[src/rtl/uart_rx_ctrl.sv]
// uart_rx_ctrl: receive-side controller for the UART RX engine.
// Gates the engine with en_rx, captures each completed frame on the rising edge
// of rx_done, and queues the bytes in a DEPTH-entry FIFO that the bus side drains
// through rd_valid/rd_ready. A watchdog resynchronises the engine when a frame
// stalls. Overflow and timeout are reported as sticky flags.
// Optional build macro UART_RX_CTRL_STATS_EN adds the stat_bytes/stat_drops counters.
module uart_rx_ctrl #(
   parameter int unsigned DEPTH       = 8,
   parameter int unsigned TIMEOUT_CYC = 64
) (
   input  logic                     clk,
   input  logic                     rst_n,
   input  logic                     ctrl_enable,
   input  logic                     rx_line,
   input  logic                     rx_done,
   input  logic [7:0]               rx_data,
   output logic                     en_rx,
   output logic                     rd_valid,
   output logic [7:0]               rd_data,
   input  logic                     rd_ready,
   output logic [$clog2(DEPTH):0]   fifo_count,
`ifdef UART_RX_CTRL_STATS_EN
   output logic [15:0]              stat_bytes,
   output logic [15:0]              stat_drops,
`endif
   output logic                     err_overflow,
   output logic                     err_timeout,
   input  logic                     err_clr
);

   localparam int unsigned PTR_W = $clog2(DEPTH);
   localparam int unsigned CNT_W = PTR_W + 1;
   localparam int unsigned WD_W  = $clog2(TIMEOUT_CYC) + 1;

   // REC1/REC2 together form the two-cycle recovery window with the engine off.
   typedef enum logic [2:0] {
      S_DISABLED,
      S_ARM,
      S_WAIT,
      S_CAPTURE,
      S_REC1,
      S_REC2
   } state_t;

   state_t             state_q, state_d;
   logic               rx_done_prev_q, rx_done_prev_d;
   logic [7:0]         cap_data_q, cap_data_d;
   logic               wd_run_q, wd_run_d;
   logic [WD_W-1:0]    wd_cnt_q, wd_cnt_d;
   logic [PTR_W-1:0]   wr_ptr_q, wr_ptr_d;
   logic [PTR_W-1:0]   rd_ptr_q, rd_ptr_d;
   logic [PTR_W-1:0]   rd_ptr_nx;
   logic [CNT_W-1:0]   count_q, count_d;
   logic [7:0]         rd_data_q, rd_data_d;
   logic               err_overflow_q, err_overflow_d;
   logic               err_timeout_q, err_timeout_d;
   logic [7:0]         mem_q [DEPTH];

   logic               rx_rise;
   logic               push;
   logic               timeout_set;
   logic               fifo_empty;
   logic               fifo_full;
   logic               pop;
   logic               do_push;
   logic               drop;

   // Control FSM: next state and the engine enable, decoded from the current state.
   always_comb begin
      // NOTE: every output of this block gets a default first, so no path leaves a
      // signal unassigned and no latch is inferred.
      state_d     = state_q;
      en_rx       = 1'b0;
      push        = 1'b0;
      timeout_set = 1'b0;
      rx_rise     = (state_q == S_WAIT) && rx_done && !rx_done_prev_q;
      unique case (state_q)
         S_DISABLED: begin
            if (ctrl_enable) state_d = S_ARM;
         end
         S_ARM: begin
            en_rx   = 1'b1;
            state_d = S_WAIT;
         end
         S_WAIT: begin
            en_rx = 1'b1;
            if (rx_rise) begin
               state_d = S_CAPTURE;
            end else if (wd_run_q && (wd_cnt_q == WD_W'(TIMEOUT_CYC - 1))) begin
               state_d = S_REC1;
            end
         end
         S_CAPTURE: begin
            en_rx   = 1'b1;
            push    = 1'b1;
            state_d = S_ARM;
         end
         S_REC1: begin
            timeout_set = 1'b1;
            state_d     = S_REC2;
         end
         S_REC2: begin
            state_d = S_ARM;
         end
         default: state_d = S_DISABLED;
      endcase
      // Dropping the enable wins from every state; a partial frame is abandoned.
      if (!ctrl_enable) state_d = S_DISABLED;
   end

   // Edge detector, capture register, watchdog, FIFO bookkeeping and sticky flags.
   always_comb begin
      rx_done_prev_d = (state_q == S_DISABLED || state_q == S_REC1 || state_q == S_REC2)
                       ? 1'b0 : rx_done;
      cap_data_d     = rx_rise ? rx_data : cap_data_q;

      // The watchdog only runs in WAIT, armed by the start-bit fall on rx_line.
      wd_run_d = wd_run_q;
      wd_cnt_d = wd_cnt_q;
      if (state_q == S_ARM || state_q == S_DISABLED || rx_rise) begin
         wd_run_d = 1'b0;
         wd_cnt_d = '0;
      end else if (state_q == S_WAIT) begin
         if (wd_run_q) begin
            if (wd_cnt_q != '1) wd_cnt_d = wd_cnt_q + WD_W'(1);
         end else if (!rx_line) begin
            wd_run_d = 1'b1;
         end
      end

      fifo_empty = (count_q == '0);
      fifo_full  = (count_q == CNT_W'(DEPTH));
      pop        = !fifo_empty && rd_ready;
      do_push    = push && (!fifo_full || pop);
      drop       = push && fifo_full && !pop;
      rd_ptr_nx  = rd_ptr_q + PTR_W'(1);

      wr_ptr_d = do_push ? wr_ptr_q + PTR_W'(1) : wr_ptr_q;
      rd_ptr_d = pop ? rd_ptr_nx : rd_ptr_q;
      unique case ({do_push, pop})
         2'b10:   count_d = count_q + CNT_W'(1);
         2'b01:   count_d = count_q - CNT_W'(1);
         default: count_d = count_q;
      endcase

      // The head register follows the FIFO: a push into an empty FIFO loads the
      // pushed byte directly; a pop loads the next entry, or the byte being pushed
      // when that next entry is the one being written this cycle.
      rd_data_d = rd_data_q;
      if (do_push && fifo_empty) begin
         rd_data_d = cap_data_q;
      end else if (pop) begin
         if (count_q == CNT_W'(1)) begin
            if (do_push) rd_data_d = cap_data_q;
         end else begin
            rd_data_d = mem_q[rd_ptr_nx];
         end
      end

      // A set event in the same cycle as err_clr leaves the flag set.
      err_overflow_d = drop || (err_overflow_q && !err_clr);
      err_timeout_d  = timeout_set || (err_timeout_q && !err_clr);
   end

   // State and control registers.
   always_ff @(posedge clk or negedge rst_n) begin
      // NOTE: sequential state is written with non-blocking assignments only, so
      // every flop samples the values from before the edge.
      if (!rst_n) begin
         state_q        <= S_DISABLED;
         rx_done_prev_q <= 1'b0;
         cap_data_q     <= 8'h00;
         wd_run_q       <= 1'b0;
         wd_cnt_q       <= '0;
         wr_ptr_q       <= '0;
         rd_ptr_q       <= '0;
         count_q        <= '0;
         rd_data_q      <= 8'h00;
         err_overflow_q <= 1'b0;
         err_timeout_q  <= 1'b0;
      end else begin
         state_q        <= state_d;
         rx_done_prev_q <= rx_done_prev_d;
         cap_data_q     <= cap_data_d;
         wd_run_q       <= wd_run_d;
         wd_cnt_q       <= wd_cnt_d;
         wr_ptr_q       <= wr_ptr_d;
         rd_ptr_q       <= rd_ptr_d;
         count_q        <= count_d;
         rd_data_q      <= rd_data_d;
         err_overflow_q <= err_overflow_d;
         err_timeout_q  <= err_timeout_d;
      end
   end

   // FIFO storage write port.
   always_ff @(posedge clk) begin
      // NOTE: the storage array has no reset; the pointers, count and head register
      // are reset, so an entry is never observed before it has been written.
      if (do_push) mem_q[wr_ptr_q] <= cap_data_q;
   end

`ifdef UART_RX_CTRL_STATS_EN
   logic [15:0] stat_bytes_q, stat_bytes_d;
   logic [15:0] stat_drops_q, stat_drops_d;

   // Saturating statistics; a counted event in the same cycle as err_clr still counts.
   always_comb begin
      stat_bytes_d = stat_bytes_q;
      stat_drops_d = stat_drops_q;
      if (do_push) begin
         if (stat_bytes_q != 16'hFFFF) stat_bytes_d = stat_bytes_q + 16'd1;
      end else if (err_clr) begin
         stat_bytes_d = 16'h0000;
      end
      if (drop) begin
         if (stat_drops_q != 16'hFFFF) stat_drops_d = stat_drops_q + 16'd1;
      end else if (err_clr) begin
         stat_drops_d = 16'h0000;
      end
   end

   // Statistics registers.
   always_ff @(posedge clk or negedge rst_n) begin
      if (!rst_n) begin
         stat_bytes_q <= 16'h0000;
         stat_drops_q <= 16'h0000;
      end else begin
         stat_bytes_q <= stat_bytes_d;
         stat_drops_q <= stat_drops_d;
      end
   end

   assign stat_bytes = stat_bytes_q;
   assign stat_drops = stat_drops_q;
`endif

   assign rd_valid     = !fifo_empty;
   assign rd_data      = rd_data_q;
   assign fifo_count   = count_q;
   assign err_overflow = err_overflow_q;
   assign err_timeout  = err_timeout_q;

endmodule

[config.mk]
export PLATFORM = sky130hd
export DESIGN_NAME = uart_rx_ctrl
export DESIGN_NICKNAME = d
export VERILOG_FILES = /design/src/rtl/uart_rx_ctrl.sv
export SDC_FILE = /design/constraint.sdc
export NUM_CORES = 1
export LEC_CHECK = 0
export CAP_MARGIN = 10
export CORE_AREA = 4 4 96 98
export DETAILED_ROUTE_END_ITERATION = 6
export DIE_AREA = 0 0 100 102
export GPL_TIMING_DRIVEN = 0
export PLACE_DENSITY = 0.8
export SETUP_SLACK_MARGIN = 0.4
export SYNTH_ARGS = -nofsm -noshare
export SYNTH_HDL_FRONTEND = slang
export SYNTH_SLANG_ARGS = --single-unit
[constraint.sdc]
create_clock -name clk -period 2.4 [get_ports clk]
set_input_delay 0.24 -clock clk [delete_from_list [all_inputs] [get_ports clk]]
set_output_delay 0.24 -clock clk [all_outputs]
set_load 0.05 [all_outputs]
==> results of run 1 <==
-- cell families after synthesis --
| logic type | synth area share |
|---|---|
| and+or+nand+nor | 0.09354 |
| muxes | 0.1405 |
| buffers and inverters | 0.02925 |
| xor gates and xnor gates | 0.02097 |
| DFF | 0.6446 |
| AOI/OAI and AO/OA | 0.04912 |
| adders and majority gates | 0.02208 |
-- metal layers --
| metal | vias to the layer above | share of wire | global-route usage |
|---|---|---|---|
| li1 | 1258 | - | - |
| met1 | 1292 | 0.45 | 0.2281 |
| met2 | 38 | 0.51 | 0.2914 |
| met3 | 7 | 0.031 | 0.03072 |
| met4 | 0 | 0.012 | 0.05285 |
| met5 | - | 0 | 0 |
-- stage by stage --
step | cells | utilization | setup TNS [ns] | setup WS [ns]
after floorplan | 310 | - | 0 | 0.3743
after global placement | 448 | 0.5989 | -0.4617 | -0.1058
final | 480 | 0.6589 | 0 | 0.3160
after CTS | 473 | 0.6423 | 0 | 0.2716
after global routing | 480 | 0.6589 | 0 | 0.2596
after detailed placement | 449 | 0.6007 | 0 | 0.00001443
-- how the worst max path moves through the flow --
stage,depth (start not counted),slack (ns),to
detailed placement,6,0.00001,mem_q[3][4]
finish,7,0.32,rd_data[1]
global route,7,0.26,rd_data[1]
floorplan,10,0.37,fifo_count[3]
global placement,1,-0.11,fifo_count[1]
CTS,8,0.27,mem_q[1][2]
-- power groups by stage --
stage	clock (uW)	combinational [uW]	sequential (uW)
CTS	1020	3250	2740
floorplan	0	2080	3030
global placement	0	3030	2740
detailed placement	0	3100	2780
finish	1000	3540	2740
global route	1090	3770	2810
-- layout make-up --
| type | instances | area, um2 |
|---|---|---|
| Sequential cell | 104 | 2928 |
| Fill cell | 591 | 2888 |
| Multi-Input combinational cell | 185 | 1679 |
| Timing Repair Buffer | 46 | 501.7 |
| Tap cell | 108 | 135.1 |
| Clock buffer | 9 | 123.9 |
| Buffer | 10 | 106.4 |
| Clock inverter | 7 | 57.56 |
| Inverter | 11 | 46.29 |
-- cells in the mapped netlist (2+ instances only) --
cell	n	area share
sky130_fd_sc_hd__edfxtp_1	64	0.42
sky130_fd_sc_hd__dfrtp_1	40	0.22
sky130_fd_sc_hd__mux2i_1	34	0.075
sky130_fd_sc_hd__nor2_1	25	0.021
sky130_fd_sc_hd__nand2_1	16	0.013
sky130_fd_sc_hd__inv_1	11	0.0091
sky130_fd_sc_hd__and2_1	10	0.014
sky130_fd_sc_hd__mux2_2	10	0.025
sky130_fd_sc_hd__a21oi_1	8	0.0088
sky130_fd_sc_hd__ha_1	8	0.022
sky130_fd_sc_hd__o31ai_1	8	0.013
sky130_fd_sc_hd__mux4_2	7	0.035
sky130_fd_sc_hd__nand3_1	7	0.0077
sky130_fd_sc_hd__o21ai_0	7	0.0077
sky130_fd_sc_hd__nand2b_1	6	0.0083
sky130_fd_sc_hd__xnor2_1	5	0.0097
sky130_fd_sc_hd__or3_1	4	0.0055
sky130_fd_sc_hd__xor2_1	4	0.0077
sky130_fd_sc_hd__clkbuf_1	3	0.0025
sky130_fd_sc_hd__and3_1	2	0.0028
sky130_fd_sc_hd__buf_12	2	0.0088
sky130_fd_sc_hd__buf_2	2	0.0022
sky130_fd_sc_hd__nand4_1	2	0.0028
sky130_fd_sc_hd__nor2b_1	2	0.0028
sky130_fd_sc_hd__nor3_1	2	0.0022
sky130_fd_sc_hd__o21a_1	2	0.0033
-- flip-flops by register name, indices dropped and copies added, names as in the netlist, 3 cells and up --
| register | cells |
|---|---|
| wd_cnt_q | 7 |
| mem_q | 64 |
| fifo_count | 4 |
| cap_data_q | 8 |
| wr_ptr_q | 3 |
| rd_ptr_q | 3 |
| rd_data | 8 |
| state_q | 3 |
-- repair_timing --
action | in CTS | in global routing
pin swaps | 11 | 6
setup endpoints to repair | 74 | 79
gates cloned | 0 | 0
setup buffers | 7 | 7
resized for setup | 13 | 28
hold buffers | 1 | 0
hold endpoints to repair | 16 | 0
==> flow_summary.html, run 1 <==
<table>
<tr><th>Metric</th><th>Value</th></tr>
<tr><th colspan="2">Layout</th></tr>
<tr><td>Final-stage net count</td><td>390</td></tr>
<tr><td>Commonest non-fill, non-tap cell in the layout</td><td>sky130_fd_sc_hd__edfxtp_1</td></tr>
<tr><td>Area added between synthesis and finish</td><td>23.01%</td></tr>
<tr><td>Fraction of final layout cells with drive strength greater than 1</td><td>0.2634</td></tr>
<tr><td>Antenna cells</td><td>0</td></tr>
<tr><td>Area of all placed cells without fillers</td><td>5578 um2</td></tr>
<tr><td>Leading cell types in the layout, fill and taps excluded</td><td>64 x sky130_fd_sc_hd__edfxtp_1, 36 x sky130_fd_sc_hd__dfrtp_1, 34 x sky130_fd_sc_hd__mux2i_1, 26 x sky130_fd_sc_hd__clkdlybuf4s50_1, 19 x sky130_fd_sc_hd__nor2_1</td></tr>
<tr><th colspan="2">Power</th></tr>
<tr><td>Pwr/cell area</td><td>1306 nW/um2</td></tr>
<tr><td>Total power of the final layout</td><td>7283 uW</td></tr>
<tr><td>Leak pwr</td><td>0.002122 uW</td></tr>
<tr><td>Fraction of power consumed by the clock network</td><td>0.138</td></tr>
<tr><td>Internal power summed over all cells</td><td>4557 uW</td></tr>
<tr><td>Combinational share of power</td><td>0.486</td></tr>
<tr><td>Worst vdd ir</td><td>0.0004706 V</td></tr>
<tr><td>Portion of total power attributed to sequential cells</td><td>0.376</td></tr>
<tr><td>Reported net switching power</td><td>2726 uW</td></tr>
<tr><td>Switching portion of total power</td><td>0.3743</td></tr>
<tr><th colspan="2">Routing</th></tr>
<tr><td>Initial DRC count</td><td>102</td></tr>
<tr><td>Remaining antenna violation count</td><td>0</td></tr>
<tr><td>Via count of the routed design</td><td>2595</td></tr>
<tr><td>Final wirelength</td><td>8.207 mm</td></tr>
<tr><td>Number of vias per cell after detailed routing</td><td>5.406</td></tr>
<tr><td>Number of iterations in the first detailed-routing pass</td><td>4</td></tr>
<tr><td>DRC errors left</td><td>0</td></tr>
<tr><td>Mean routed wirelength per cell</td><td>17.10 um</td></tr>
<tr><th colspan="2">STA</th></tr>
<tr><td>Total setup violations reported at the end of the flow</td><td>0</td></tr>
<tr><td>Worst rel slew slack</td><td>0.5775</td></tr>
<tr><td>Shortest clock period the worst path allows after layout</td><td>2.084 ns</td></tr>
<tr><td>RSZ-0062 raised after global routing</td><td>yes</td></tr>
<tr><td>Fmax</td><td>479.9 MHz</td></tr>
<tr><td>Transition time at the pin with the least slew margin</td><td>0.6327 ns</td></tr>
<tr><td>Setup Skew</td><td>0.009907 ns</td></tr>
<tr><td>Share of the cycle needed by the critical path after routing</td><td>0.8683</td></tr>
<tr><td>Number of hold violations in the final report</td><td>0</td></tr>
<tr><td>Number of pins exceeding their max-slew limit in the final report</td><td>0</td></tr>
<tr><td>Fin Hold WS</td><td>0.3280 ns</td></tr>
<tr><th colspan="2">Clock network</th></tr>
<tr><td>Maximum level of the CTS H-tree</td><td>3</td></tr>
<tr><td>Clock slew at reported path FFs</td><td>0.10 ns</td></tr>
<tr><td>Total number of clock tree sinks</td><td>104</td></tr>
<tr><td>TritonCTS clock tree</td><td>built</td></tr>
<tr><td>Maximum clock insertion buffer count</td><td>2</td></tr>
<tr><td>Number of buffers added by the clock tree synthesis step</td><td>9</td></tr>
<tr><td>Root Buffer</td><td>sky130_fd_sc_hd__clkbuf_8</td></tr>
<tr><td>Worst skew pair latency</td><td>0.36 ns</td></tr>
<tr><th colspan="2">GRT</th></tr>
<tr><td>Overflow after GRT</td><td>0</td></tr>
<tr><td>Number of global-route vias before repair</td><td>2625</td></tr>
<tr><td>Maximum number of pins on one net before global-route repair</td><td>25</td></tr>
<tr><td>Number of antenna violations at the first check in global routing</td><td>0</td></tr>
<tr><td>Global routing usage summed across all routing layers</td><td>0.1715</td></tr>
<tr><td>Wire length of the first global-routing pass</td><td>13.46 mm</td></tr>
<tr><th colspan="2">Worst setup path</th></tr>
<tr><td>CP peak stage delay</td><td>0.47 ns</td></tr>
<tr><td>Required @ worst endpoint</td><td>2.68 ns</td></tr>
<tr><td>Highest net fanout along the worst path</td><td>10</td></tr>
<tr><td>Element type at the critical path start</td><td>flip-flop</td></tr>
<tr><td>Worst flop-to-flop path endpoint</td><td>rd_data[1]</td></tr>
<tr><td>Cell breakdown of the critical path</td><td>ha_1 &gt; buf_6 &gt; buf_12 &gt; mux2i_1 &gt; mux4_2 &gt; and2_4 &gt; o31ai_2</td></tr>
<tr><td>Critical path arrival</td><td>2.36 ns</td></tr>
<tr><td>Crit path from</td><td>rd_ptr_q[1]</td></tr>
<tr><td>Slowest library cell on the worst path</td><td>sky130_fd_sc_hd__mux4_2</td></tr>
<tr><td>Register-to-register setup slack</td><td>0.32 ns</td></tr>
<tr><td>Buf+Inv Stages, Crit Path</td><td>2</td></tr>
<tr><td>Dominant delay contributor by cell family on the critical path</td><td>multiplexers</td></tr>
<tr><td>Kind of critical path</td><td>reg2reg</td></tr>
<tr><td>Crit end category</td><td>flip-flop</td></tr>
<tr><td>R2r startpoint</td><td>rd_ptr_q[1]</td></tr>
<tr><td>Depth of the worst register-to-register path</td><td>7</td></tr>
<tr><th colspan="2">Placed design</th></tr>
<tr><td>DPL Wire Length</td><td>5.582 mm</td></tr>
<tr><td>Count of buffers inserted at the top-level ports</td><td>30</td></tr>
<tr><td>Placed Area</td><td>5085 um2</td></tr>
<tr><td>Routability-driven placement congestion ratio</td><td>0.7816</td></tr>
<tr><th colspan="2">Synthesis</th></tr>
<tr><td>Count of warnings emitted by yosys</td><td>0</td></tr>
<tr><td>Top_reg_cell synth</td><td>sky130_fd_sc_hd__edfxtp_1</td></tr>
<tr><td>Synthesized netlist net count</td><td>333</td></tr>
<tr><td>Seq/Total Area, Yosys</td><td>0.6446</td></tr>
<tr><td>FF+latch count, synth</td><td>104</td></tr>
<tr><td>Mean instance size in the synthesized netlist</td><td>14.63 um2</td></tr>
<tr><td>Synth unique cells</td><td>45</td></tr>
<tr><td>Mapped Area</td><td>4534 um2</td></tr>
<tr><td>Number of flops mapped to enable cells by yosys</td><td>64</td></tr>
<tr><td>Fraction of registers with async set/reset</td><td>0.3846</td></tr>
<tr><td>Synthesized netlist cell count</td><td>310</td></tr>
<tr><th colspan="2">Hold path</th></tr>
<tr><td>HP Class</td><td>in2async</td></tr>
<tr><th colspan="2">Job</th></tr>
<tr><td>Count of maximum capacitance violations</td><td>0</td></tr>
<tr><th colspan="2">Floorplan</th></tr>
<tr><td>Top-level port count</td><td>31</td></tr>
<tr><td>Initial Util</td><td>0.5356</td></tr>
<tr><td>Die Span X</td><td>100 um</td></tr>
<tr><td>Total Die Area</td><td>10200 um2</td></tr>
<tr><td>Core area</td><td>8466 um2</td></tr>
<tr><td>Die Y</td><td>102 um</td></tr>
<tr><td>Number of cell rows</td><td>34</td></tr>
<tr><th colspan="2">Outcome</th></tr>
<tr><td>Result of the run</td><td>complete, no violations</td></tr>
</table>
Note: power is estimated with default switching activity, not from simulation.
==> inputs of run 2 (changes only) <==
--- a/config.mk
+++ b/config.mk
@@ -7,9 +7,11 @@
 export LEC_CHECK = 0
 export CAP_MARGIN = 10
 export CORE_AREA = 4 4 96 98
+export CTS_CLUSTER_DIAMETER = 60
 export DETAILED_ROUTE_END_ITERATION = 6
 export DIE_AREA = 0 0 100 102
 export GPL_TIMING_DRIVEN = 0
+export HOLD_SLACK_MARGIN = 0.12
 export PLACE_DENSITY = 0.8
 export SETUP_SLACK_MARGIN = 0.4
 export SYNTH_ARGS = -nofsm -noshare
==> results of run 2 <==
No change in the layout: final DEF, timing and power equal those of run 1.
